[src/rtl/vram_pkg.sv]
// Shared types and geometry for the vram rectangle-fill engine.
// Optional boot-time clear is enabled with VRAM_RECT_FILL_BOOTCLR_EN.
package vram_pkg;

  localparam int FB_W   = 256;
  localparam int FB_H   = 256;
  localparam int ADDR_W = 16;
  localparam int PIX_W  = 24;
  localparam int XW     = $clog2(FB_W);
  localparam int CW     = 10;

  typedef logic [PIX_W-1:0] pixel_t;
  typedef logic [CW-1:0]    ext_t;

  typedef struct packed {
    logic [7:0] x;
    logic [7:0] y;
    logic [8:0] w;
    logic [8:0] h;
    pixel_t     color;
  } rect_cmd_t;

  typedef enum logic [1:0] {
    IDLE,
    FILL,
    FIN,
    CLR
  } fill_state_t;

  function automatic ext_t clip_len(
    input logic [8:0] len,
    input ext_t       room
  );
    ext_t l;
    l = ext_t'(len);
    return (l < room) ? l : room;
  endfunction

endpackage

[src/rtl/rect_clip.sv]
// Clips a requested rectangle extent against the framebuffer edge.
// Widened to 10 bits so FB_W - x never wraps.
module rect_clip
  import vram_pkg::*;
(
  input  logic [7:0] x,
  input  logic [7:0] y,
  input  logic [8:0] w,
  input  logic [8:0] h,
  output ext_t       wc,
  output ext_t       hc,
  output logic       empty
);

  ext_t room_x;
  ext_t room_y;

  assign room_x = ext_t'(FB_W) - ext_t'(x);
  assign room_y = ext_t'(FB_H) - ext_t'(y);

  assign wc = clip_len(w, room_x);
  assign hc = clip_len(h, room_y);

  assign empty = (wc == '0) || (hc == '0);

endmodule

[src/rtl/vram_rect_fill.sv]
// Rectangle-fill engine driving the vram write port, one pixel/clock.
// Define VRAM_RECT_FILL_BOOTCLR_EN to zero the framebuffer after reset.
module vram_rect_fill
  import vram_pkg::*;
(
  input  logic              clk,
  input  logic              reset,
  input  logic              cmd_valid,
  output logic              cmd_ready,
  input  logic [7:0]        cmd_x,
  input  logic [7:0]        cmd_y,
  input  logic [8:0]        cmd_w,
  input  logic [8:0]        cmd_h,
  input  logic [PIX_W-1:0]  cmd_color,
  output logic [ADDR_W-1:0] addr,
  output logic [PIX_W-1:0]  dout,
  output logic              writeEnable,
  output logic              busy,
  output logic              done
);

`ifdef VRAM_RECT_FILL_BOOTCLR_EN
  localparam fill_state_t RST_STATE = CLR;
`else
  localparam fill_state_t RST_STATE = IDLE;
`endif

  localparam logic [ADDR_W-1:0] LAST_ADDR =
    ADDR_W'(FB_W * FB_H - 1);

  fill_state_t state_q, state_d;

  rect_cmd_t cmd;
  ext_t      wc, hc;
  logic      empty;

  ext_t wc_q, wc_d;
  ext_t hc_q, hc_d;
  ext_t cx_q, cx_d;
  ext_t cy_q, cy_d;

  logic [ADDR_W-1:0] addr_q, addr_d;
  logic [ADDR_W-1:0] start_addr;
  logic [ADDR_W-1:0] row_step;
  pixel_t            dout_q, dout_d;

  logic we_q, we_d;
  logic busy_q, busy_d;
  logic done_q, done_d;

  logic row_end;
  logic last_pix;

  assign cmd = '{
    x:     cmd_x,
    y:     cmd_y,
    w:     cmd_w,
    h:     cmd_h,
    color: cmd_color
  };

  rect_clip u_clip (
    .x     (cmd.x),
    .y     (cmd.y),
    .w     (cmd.w),
    .h     (cmd.h),
    .wc    (wc),
    .hc    (hc),
    .empty (empty)
  );

  assign start_addr =
    (ADDR_W'(cmd.y) << XW) | ADDR_W'(cmd.x);

  // Jump from the last column of a row to x0 of the next row.
  assign row_step =
    ADDR_W'(FB_W) - ADDR_W'(wc_q) + ADDR_W'(1);

  assign row_end  = (cx_q == wc_q - ext_t'(1));
  assign last_pix = row_end && (cy_q == hc_q - ext_t'(1));

  always_comb begin
    state_d   = state_q;
    wc_d      = wc_q;
    hc_d      = hc_q;
    cx_d      = cx_q;
    cy_d      = cy_q;
    addr_d    = addr_q;
    dout_d    = dout_q;
    cmd_ready = 1'b0;
    unique case (state_q)
      IDLE: begin
        cmd_ready = 1'b1;
        if (cmd_valid) begin
          wc_d    = wc;
          hc_d    = hc;
          cx_d    = '0;
          cy_d    = '0;
          addr_d  = start_addr;
          dout_d  = cmd.color;
          state_d = empty ? FIN : FILL;
        end
      end
      FILL: begin
        if (last_pix) begin
          state_d = FIN;
        end else if (row_end) begin
          cx_d   = '0;
          cy_d   = cy_q + ext_t'(1);
          addr_d = addr_q + row_step;
        end else begin
          cx_d   = cx_q + ext_t'(1);
          addr_d = addr_q + ADDR_W'(1);
        end
      end
      FIN: begin
        state_d = IDLE;
      end
`ifdef VRAM_RECT_FILL_BOOTCLR_EN
      CLR: begin
        dout_d = '0;
        // First CLR cycle only arms the strobe so address 0 is written.
        if (!we_q) begin
          addr_d = '0;
        end else if (addr_q == LAST_ADDR) begin
          state_d = FIN;
        end else begin
          addr_d = addr_q + ADDR_W'(1);
        end
      end
`endif
      default: begin
        state_d = IDLE;
      end
    endcase
  end

  always_comb begin
    we_d   = (state_d == FILL) || (state_d == CLR);
    busy_d = we_d;
    done_d = (state_d == FIN);
  end

  always_ff @(posedge clk or posedge reset) begin
    if (reset) begin
      state_q <= RST_STATE;
    end else begin
      state_q <= state_d;
    end
  end

  always_ff @(posedge clk or posedge reset) begin
    if (reset) begin
      wc_q   <= '0;
      hc_q   <= '0;
      cx_q   <= '0;
      cy_q   <= '0;
      addr_q <= '0;
      dout_q <= '0;
      we_q   <= 1'b0;
      busy_q <= 1'b0;
      done_q <= 1'b0;
    end else begin
      wc_q   <= wc_d;
      hc_q   <= hc_d;
      cx_q   <= cx_d;
      cy_q   <= cy_d;
      addr_q <= addr_d;
      dout_q <= dout_d;
      we_q   <= we_d;
      busy_q <= busy_d;
      done_q <= done_d;
    end
  end

  assign addr        = addr_q;
  assign dout        = dout_q;
  assign writeEnable = we_q;
  assign busy        = busy_q;
  assign done        = done_q;

endmodule
[config.mk]
export PLATFORM = sky130hd
export DESIGN_NAME = vram_rect_fill
export DESIGN_NICKNAME = d
export VERILOG_FILES = /design/src/rtl/vram_pkg.sv /design/src/rtl/rect_clip.sv /design/src/rtl/vram_rect_fill.sv
export SDC_FILE = /design/constraint.sdc
export NUM_CORES = 1
export LEC_CHECK = 0
export ABC_AREA = 1
export ABC_CLOCK_PERIOD_IN_PS = 8100
export BUFFER_PORTS_ARGS = -buffer_cell sky130_fd_sc_hd__clkbuf_2
export CAP_MARGIN = 5
export CORE_MARGIN = 2
export CORE_UTILIZATION = 38
export CTS_CLUSTER_SIZE = 25
export DETAILED_ROUTE_END_ITERATION = 12
export HOLD_SLACK_MARGIN = 0.15
export SLEW_MARGIN = 30
export SYNTH_ARGS = -nofsm -noshare
export SYNTH_HDL_FRONTEND = slang
export SYNTH_HIERARCHICAL = 1
export SYNTH_SLANG_ARGS = --single-unit
[constraint.sdc]
create_clock -name clk -period 8.1 [get_ports clk]
set_input_delay 0.405 -clock clk [delete_from_list [all_inputs] [get_ports clk]]
set_output_delay 0.405 -clock clk [all_outputs]
set_load 0.05 [all_outputs]
Word level (Yosys, flattened, before mapping)
Cells that the tools add are included.
{ "classes": {"order_cmp": 2, "n_mux": 18, "reduce_logical": 10, "bitwise_logic": 1, "n_addsub": 10, "eq_ne": 9} }
{ "ops": {"columns": ["op", "count"], "rows": [
  ["10-bit two-way mux", 7],
  ["16-bit two-way mux", 3],
  ["10-bit one-hot mux with 2 select lines", 2],
  ["16-bit one-hot mux with 2 select lines", 1],
  ["10-bit by 1-bit adder with 10-bit output (second input constant)", 2],
  ["10-bit equality test", 2],
  ["10-bit zero test", 2],
  ["9-bit by 10-bit less-than comparator with 1-bit output", 2],
  ["10-bit by 1-bit subtractor with 10-bit output (second input constant)", 2],
  ["9-bit by 8-bit subtractor with 10-bit output (first input constant)", 2],
  ["16-bit by 1-bit adder with 16-bit output (second input constant)", 1],
  ["16-bit adder", 1],
  ["16-bit by 8-bit OR with 16-bit output", 1],
  ["11-bit by 2-bit adder with 12-bit output (second input constant)", 1],
  ["9-bit by 10-bit subtractor with 11-bit output (first input constant)", 1],
  ["2-bit two-way mux", 3],
  ["2-bit != test (second input constant)", 3],
  ["2-bit by 1-bit equality test with 1-bit output (second input constant)", 2],
  ["2-bit equality test (second input constant)", 2],
  ["2-bit one-hot mux with 2 select lines", 1],
  ["4-bit AND reduction", 1],
  ["3-bit AND reduction", 1],
  ["2-bit zero test", 1],
  ["1-bit logical OR", 2],
  ["other kinds (4)", 4]
]} }
{ "word_totals": {"register_bits": 84, "out_inout_bits": 44, "inputBits": 61, "elab_cells": 59} }

Depth between registers and ports, before layout
Gate-level depths: netlist (run 1).
{ "depth": {"word_depth": 10, "mapped_depth": 26, "depth_no_buf": 26} }

Cells and area by module
Netlist (run 1), hierarchy kept.
{ "by_module_without_submodules": {"columns": ["module", "area_per_inst_um2", "cells_each", "seq_area_each_um2", "instances"], "rows": [
  ["vram_rect_fill", 5388.9, 692, 2077.0, 1],
  ["rect_clip", 1163.6, 215, 0.0, 1]
]} }

Worst setup path before layout (run 1)
No wires, ideal clock.
{ "synth_path": {"path_type": "reg-to-reg", "startpoint": "reg wc_q[0]", "endpoint": "reg addr_q[8], in the netlist addr[8]", "setup_slack_ns": 4.652, "setup_ns": 0.066, "synth_period_minus_slack_ns": 3.448, "required_time_ns": 8.034, "arrival_ns": 3.382, "path_stages_with_launch": 21, "n_path_buf": 0, "path_cell_list": "dfrtp_1 -> inv_2 -> ha_1 -> inv_1 -> nor3_1 -> nand3_1 -> nand2_1 -> nand2_1 -> nor2_2 -> nand3_4 -> nor3_1 -> inv_1 -> fa_1 -> o21ai_0 -> a21boi_0 -> o21ai_0 -> inv_1 -> or2_2 -> nand3_1 -> o211ai_1 -> nand2_1"} }
{ "synth_between": {"elab_chain_len": 6, "word_cells_on_any_way": 11, "cone_classes": "add/sub: 4; eq/ne: 2; mux: 3; reduce/logical: 2"} }
{ "synth_rtl": {"columns": ["item", "line_no", "source"], "rows": [
  ["start: declaration", "vram_rect_fill.sv:37", "ext_t wc_q, wc_d;"],
  ["start signal: assignment", "vram_rect_fill.sv:164", "wc_q <= wc_d;"],
  ["9-bit by 10-bit subtractor with 11-bit output", "vram_rect_fill.sv:77", "ADDR_W'(FB_W) - ADDR_W'(wc_q) + ADDR_W'(1);"],
  ["11-bit by 2-bit adder with 12-bit output", "vram_rect_fill.sv:77", null],
  ["16-bit adder", "vram_rect_fill.sv:110", "addr_d = addr_q + row_step;"],
  ["16-bit two-way mux", "vram_rect_fill.sv:107", "end else if (row_end) begin"],
  ["16-bit two-way mux", "vram_rect_fill.sv:105", "if (last_pix) begin"],
  ["16-bit one-hot mux with 2 select lines", "vram_rect_fill.sv:91", "unique case (state_q)"],
  ["end signal: assignment", "vram_rect_fill.sv:168", "addr_q <= addr_d;"],
  ["end: declaration", "vram_rect_fill.sv:42", "logic [ADDR_W-1:0] addr_q, addr_d;"]
]} }
Several ways; a longest one is shown, not always the timed one. The select of a mux whose other input is x is not followed.
A chain may end at the register's enable or synchronous reset.

Worst setup path after layout (run 1)
Ends and elaborated chain as after synthesis.

==> results.ini, run 1 <==
[run_status]
status=complete, no violations

[synth]
ys_warn_count=6
netlist_area_sq_mm=0.006553
synth_cells=907
synth_edf_count=0
avgSynthCellArea_sq_um=7.224
synth_cell_types=50
synth_flop_cell=dfrtp_1
async_flop_share=1.000
synth_seq_area_share=0.3170
synth-seq-cells=83

[global_routing]
track_usage=0.1787
grt_pass1_wl_mm=26.50
grt_pass1_vias=5496
grt_start_max_net_pins=66
antenna_found_initial=0
grt_overflow=0

[sta]
timing.final.crit_share=0.5089
timing.hold.ws_ns=0.2935
rsz0062_at_grt=false
setup_viol=0
tightest_slew_ns=0.7720
maxSlewViolCount=0
fin_crit_ns=4.122
fin_tns_setup_ns=0
final-hold-violation-count=0
fin_skew_ns=0.01184
slew_headroom=0.4848
max_clock_freq_mhz=242.6

[power]
power.density_mw_per_mm2=306.2
vdd_drop_max_uv=281.7
finalPower_mw=2.326
leakage_nw=3.967

[placed_design]
place_area_sq_mm=0.007261
io_buffers=104
gp_congestion=0.8863
place_hpwl_mm=12.23

[setup_path]
worstSetupPathType=reg2reg
required_ns=8.39
reg2regPathDepth=20
rr_endpoint=addr[8]
r2r_setup_slack_ns=3.98
regToRegStartpoint=wc_q[0]
slowest_delay_ns=0.48
end_kind=flip-flop
worstPathCellList=inv_2 -> ha_1 -> inv_1 -> nor3_1 -> nand3_1 -> nand2_1 -> nand2_1 -> nor2_2 -> nand3_4 -> nor3_1 -> inv_1 -> fa_1 -> o21ai_0 -> a21boi_0 -> o21ai_0 -> inv_1 -> or2_2 -> nand3_1 -> o211ai_1 -> nand2_1
cp-start-kind=flip-flop
cpMaxStageDelayCell=dfrtp_1
cp_max_fo=16
worstPathArrival_ns=4.41

[clock_tree]
clk_pin_slew_ns=0.07
cts_root_buf=clkbuf_16
cts_resized=0
cts_tree=done
insertion_delay_ns=0.35
cts_buffer_depth=2
htree_levels=3
numCtsBuffers=9
cts_sinks=83

[die]
coreArea_sq_mm=0.01706
start_util=0.3842
die_area_sq_mm=0.01831
die_w_um=135.3
rows=48
die_h_um=135.3
ios=105

[min_path]
hp-class=in2reg
hold_path_end=dout[18]
hp-start=cmd_color[18]
hold_depth=2

[drt]
drt-pass1-iter-count=4
drc=0
routed_via_density=4.847
finalWirelength_mm=15.82
drtIter0Drc=250
antenna_left=0
vias=5991
wl_per_cell_um=12.80

[layout]
multi_input_area_sq_mm=0.003876
final_cell_mix=nand2_1, inv_1, clkbuf_2, dfrtp_1, nor2_1
finalInstanceArea_sq_mm=0.007597
area_delta_synth_final_pct=15.94
n_fill_cell=1776
final_net_count=1108
mostFrequentLayoutCell=nand2_1
final_layout_size_suffix_gt1_frac=0.2067
diodes=0
ff_latch_area_sq_mm=0.002077

[run]
cap_violations=0

## flip-flops by register name, indices dropped and copies added, names as in the netlist
name     flops
cy_q        10
wc_q        10
done         1
state_q      2
cx_q        10
addr        16
hc_q        10
dout        24
## cell type report
class	count	share of cell area
clock buffer	12	0.03508
clock inverter	4	0.004282
inverter	128	0.06357
multi-input combinational	675	0.5102
sequential	83	0.2734
tap	225	0.03706
timing repair buffer	109	0.07642
## power by group
group / switching (mW) / internal (mW)
registers: 0.156 / 0.574
clock network: 0.173 / 0.235
logic: 0.814 / 0.374
total: 1.14 / 1.18
## kinds of logic after synthesis
logic type,Yosys count,synth area share
simple gates,462,0.3158
fa+ha+maj,41,0.07943
xor+xnor,36,0.04812
compound gates,105,0.09643
buf+inv,150,0.09280
mux,29,0.04984
other cells,1,0.0005723
flops,83,0.3170
## per-stage QoR
stage | utilization | std cells | setup WS [ns]
global route | 0.4454 | 1236 | 3.440
detailed placement | 0.4257 | 1218 | 4.047
CTS | 0.4438 | 1235 | 4.003
floorplan | - | 908 | 4.652
finish | 0.4454 | 1236 | 3.978
global placement | 0.4257 | 1218 | 4.151
## worst max-delay path by stage
stage,startpoint,end,slack (ns),cells past startpoint
2_1_floorplan,wc_q[0],addr[8],4.65,20
3_3_place_gp,wc_q[0],addr[10],4.15,24
3_5_place_dp,wc_q[0],addr[10],4.05,24
4_1_cts,wc_q[0],addr[10],4.00,24
5_1_grt,wc_q[0],addr[10],3.44,22
6_report,wc_q[0],addr[8],3.98,20
## critical path, delay by kind of cell, from the launching register on
| kind | cells | cell delay (ns) |
|---|---|---|
| AO/OA/AOI/OAI | 4 | 0.89 |
| adder cells (fa/ha/maj) | 2 | 0.72 |
| buffers and inverters | 4 | 0.46 |
| flip-flops | 1 | 0.48 |
| AND/OR/NAND/NOR | 10 | 1.54 |
## Yosys cell counts, types with 2 or more instances
master / number / area [sq um]
nand2_4: 2 / 22.52
a21boi_0: 2 / 15.01
xor2_1: 27 / 236.5
buf_2: 2 / 10.01
nand3b_1: 2 / 15.01
nor2_4: 3 / 33.78
nor2_2: 3 / 18.77
o21ai_1: 13 / 65.06
buf_6: 4 / 45.04
or2_2: 15 / 93.84
a21oi_1: 34 / 170.2
nand2_1: 256 / 960.9
nor3b_1: 4 / 30.03
and2_1: 2 / 12.51
o21ai_0: 22 / 110.1
ha_1: 40 / 500.5
o21bai_1: 3 / 22.52
nor3_2: 4 / 40.04
nand2_2: 4 / 25.02
o21ai_2: 4 / 35.03
nor3_1: 10 / 50.05
nand4_1: 26 / 162.7
o32ai_1: 4 / 35.03
inv_2: 10 / 37.54
nand3_1: 54 / 270.3
clkbuf_1: 12 / 45.04
a31oi_1: 2 / 12.51
buf_4: 3 / 22.52
o22ai_1: 2 / 12.51
inv_1: 116 / 435.4
or2_0: 2 / 12.51
o211ai_1: 10 / 75.07
o31ai_1: 5 / 37.54
a21oi_2: 2 / 17.52
mux2_2: 29 / 326.6
nand3_2: 3 / 30.03
nor2_1: 68 / 255.2
xnor2_1: 9 / 78.83
dfrtp_1: 83 / 2077
## per-layer routing
| layer | wire, um | share of wire | global-route usage |
|---|---|---|---|
| met5 | 0 | 0 | 0 |
| met4 | 182 | 0.012 | 0.04688 |
| met3 | 716 | 0.045 | 0.03255 |
| met2 | 7137 | 0.45 | 0.2924 |
| met1 | 7783 | 0.49 | 0.2443 |
## what timing repair did
action	4_1_cts	5_1_grt
hold buffers	1	0
hold endpoints to repair	18	0
buffers inserted	0	0
Note: power is estimated with default switching activity, not from simulation.
==> run 2: changes to the inputs <==
--- a/config.mk
+++ b/config.mk
@@ -6,7 +6,7 @@
 export NUM_CORES = 1
 export LEC_CHECK = 0
 export ABC_AREA = 1
-export ABC_CLOCK_PERIOD_IN_PS = 8100
+export ABC_CLOCK_PERIOD_IN_PS = 3500
 export BUFFER_PORTS_ARGS = -buffer_cell sky130_fd_sc_hd__clkbuf_2
 export CAP_MARGIN = 5
 export CORE_MARGIN = 2
==> constraint.sdc (replaced) <==
create_clock -name clk -period 3.5 [get_ports clk]
set_input_delay 0.175 -clock clk [delete_from_list [all_inputs] [get_ports clk]]
set_output_delay 0.175 -clock clk [all_outputs]
set_load 0.05 [all_outputs]
==> run 2 against run 1 <==
Effect of this change: sequential share of layout area shrank 2.2 points; sequential power grew 130%; wire length grew 6.2%; critical path depth grew 1; die area is the same; clock skew is essentially flat; count of clock-buffer cells in the layout shrank 2; critical endpoint is now addr[13]; first-iteration DRC count grew 28%; cell area grew 8.9%; utilization grew 4.0 points; final cell count grew 4.7%; largest cell class unchanged; sequential cell count is the same.
==> results.ini, run 2 (same netlist as run 1, synthesis figures left out) <==
[clock_tree]
insertion_delay_ns=0.35  ; about the same
clk_pin_slew_ns=0.07  ; about the same
numCtsBuffers=9  ; unchanged
cts_sinks=83  ; unchanged
cts_root_buf=clkbuf_16
cts_buffer_depth=2  ; unchanged
htree_levels=3  ; unchanged
cts_tree=done

[sta]
max_clock_freq_mhz=301.8  ; +24%
finalWorstSetupSlack_ns=0.1862  ; -3.791 ns
setup_viol=0  ; unchanged
slew_headroom=0.5027  ; +0.01795
maxSlewViolCount=0  ; unchanged
tightest_slew_ns=0.7451  ; -0.02690 ns
rsz0062_at_grt=true
timing.final.crit_share=0.9468  ; +0.4379
fin_crit_ns=3.314  ; -0.8086 ns
fin_skew_ns=0.01168  ; -0.0001568 ns
final-hold-violation-count=0  ; unchanged
timing.hold.ws_ns=0.1526  ; -0.1409 ns

[layout]
n_fill_cell=1726  ; -2.8%
final_layout_size_suffix_gt1_frac=0.2413  ; +0.03462
largest_register_ffs=24  ; unchanged
diodes=0  ; unchanged
final_net_count=1166  ; +5.2%
final_util=0.4850  ; +0.03961
finalInstanceArea_sq_mm=0.008273  ; +8.9%
mostFrequentLayoutCell=nand2_1
area_delta_synth_final_pct=26.26
final_cell_mix=nand2_1, inv_1, clkbuf_2, dfrtp_1, nor2_1

[run_status]
status=complete, no violations

[setup_path]
slowest_delay_ns=0.39  ; -0.09 ns
end_kind=flip-flop
required_ns=3.73  ; -4.66 ns
worstPathArrival_ns=3.55  ; -0.86 ns
cpMaxStageDelayCell=dfrtp_1
worstSetupPathType=reg2reg
cp_top_family=simple AND/OR/NAND/NOR gates
worstPathCellList=inv_2 -> ha_1 -> buf_4 -> nand4_1 -> nand3_1 -> nand2_1 -> nor2_4 -> nand2_1 -> nor2_2 -> buf_4 -> and3_1 -> ha_2 -> nand2_1 -> nand2_1 -> a31oi_1 -> nand3_2 -> a21o_1 -> a21oi_1 -> o21ai_0 -> o211ai_1 -> nand2_1
path_buf_inv=3  ; -1
crit_top_cell=nand2_1
cp-start-kind=flip-flop
cp_max_fo=6  ; -10

[power]
netSwitchingFraction=0.4838  ; -0.007507
vdd_drop_max_uv=474.9  ; +69%
pwr-share-comb=0.523  ; +0.012
power.density_mw_per_mm2=694.5  ; +130%
finalPower_mw=5.745  ; +150%
p_sw_mw=2.780  ; +140%
seqPwrFrac=0.293  ; -0.021
clockPowerShare=0.184  ; +0.009
intPower_mw=2.966  ; +150%
leakage_nw=4.250  ; +7.1%

[drt]
vias=6330  ; +5.7%
drt-pass1-iter-count=5  ; +1
finalWirelength_mm=16.79  ; +6.2%
routed_via_density=4.892  ; +0.92%
drtIter0Drc=321  ; +28%
wl_per_cell_um=12.98  ; +1.4%
drc=0  ; unchanged
antenna_left=0  ; unchanged

[global_routing]
track_usage=0.1875  ; +0.008818
grt_pass1_wl_mm=27.64  ; +4.3%
grt_overflow=0  ; unchanged
grt_start_max_net_pins=62  ; -6.1%
antenna_found_initial=0  ; unchanged
grt_pass1_vias=5758  ; +4.8%

[placed_design]
place_area_sq_mm=0.007426  ; +2.3%
io_buffers=104  ; unchanged
dp_slack_ns=-0.06972  ; -4.116 ns
place_hpwl_mm=12.64  ; +3.3%
gp_congestion=0.9337  ; +5.3%

[die]
die_w_um=135.3  ; unchanged
die_h_um=135.3  ; unchanged
die_area_sq_mm=0.01831  ; unchanged
coreArea_sq_mm=0.01706  ; unchanged
rows=48  ; unchanged
start_util=0.3842  ; unchanged
ios=105  ; unchanged

[min_path]
hp-class=in2reg

[run]
cap_violations=0  ; unchanged

[run 2: worst paths after layout]
check,depth (start not counted),start,to,slack (ns)
max,21,wc_q[0],addr[13],0.19
min,3,cmd_y[0],addr[8],0.15
max reg2reg,21,wc_q[0],addr[13],0.19
min reg2reg,1,dout[3],dout[3],0.50
max in group asynchronous,4,reset,dout[12],2.29
min in group asynchronous,3,reset,cx_q[2],0.47
[run 2: layout make-up]
| type | count | area [sq um] | share of cell area |
|---|---|---|---|
| flip-flops and latches | 83 | 2077 | 0.2511 |
| inverters | 128 | 484.2 | 0.05853 |
| multi-input cells | 676 | 4024 | 0.4864 |
| well taps | 225 | 281.5 | 0.03403 |
| clock buffers | 10 | 229.0 | 0.02768 |
| clock inverters | 6 | 96.34 | 0.01165 |
| repair buffers | 166 | 1081 | 0.1307 |
[run 2: per-layer routing]
layer | global-route usage | vias to the layer above | part of all wire
li1 | - | 3250 | -
met3 | 0.03105 | 23 | 0.046
met4 | 0.04745 | 0 | 0.013
met5 | 0 | - | 0
met1 | 0.2603 | 2907 | 0.49
met2 | 0.3051 | 150 | 0.45
[run 2: power groups by stage]
stage | clock network, mW | registers (mW) | logic [mW]
5_1_grt | 1.13 | 1.73 | 3.31
3_5_place_dp | 0 | 1.69 | 2.85
4_1_cts | 1.09 | 1.68 | 2.90
6_report | 1.06 | 1.68 | 3.00
3_3_place_gp | 0 | 1.69 | 2.84
2_1_floorplan | 0 | 2.33 | 1.46
[run 2: through the flow]
step	cells	setup TNS, ns
2_1_floorplan	908	0
3_3_place_gp	1240	0
3_5_place_dp	1240	-0.1327
4_1_cts	1289	0
5_1_grt	1294	-0.1928
6_report	1294	0
[run 2: worst register-to-register path, delay by kind of cell (launching register included)]
family / cells / cell delay, ns
adder cells (fa/ha/maj): 2 / 0.47
buffers and inverters: 3 / 0.37
AND/OR/NAND/NOR: 11 / 1.27
flip-flops: 1 / 0.39
AO/OA/AOI/OAI: 5 / 0.67
[run 2: timing repair]
action / in CTS / in global routing
hold buffers: 33 / 0
gates cloned: 0 / 1
endpoints found under the hold margin: 79 / 0
resized for setup: 2 / 38
buffers inserted: 0 / 4
pin swaps: 0 / 9
endpoints found under the setup margin: 4 / 14
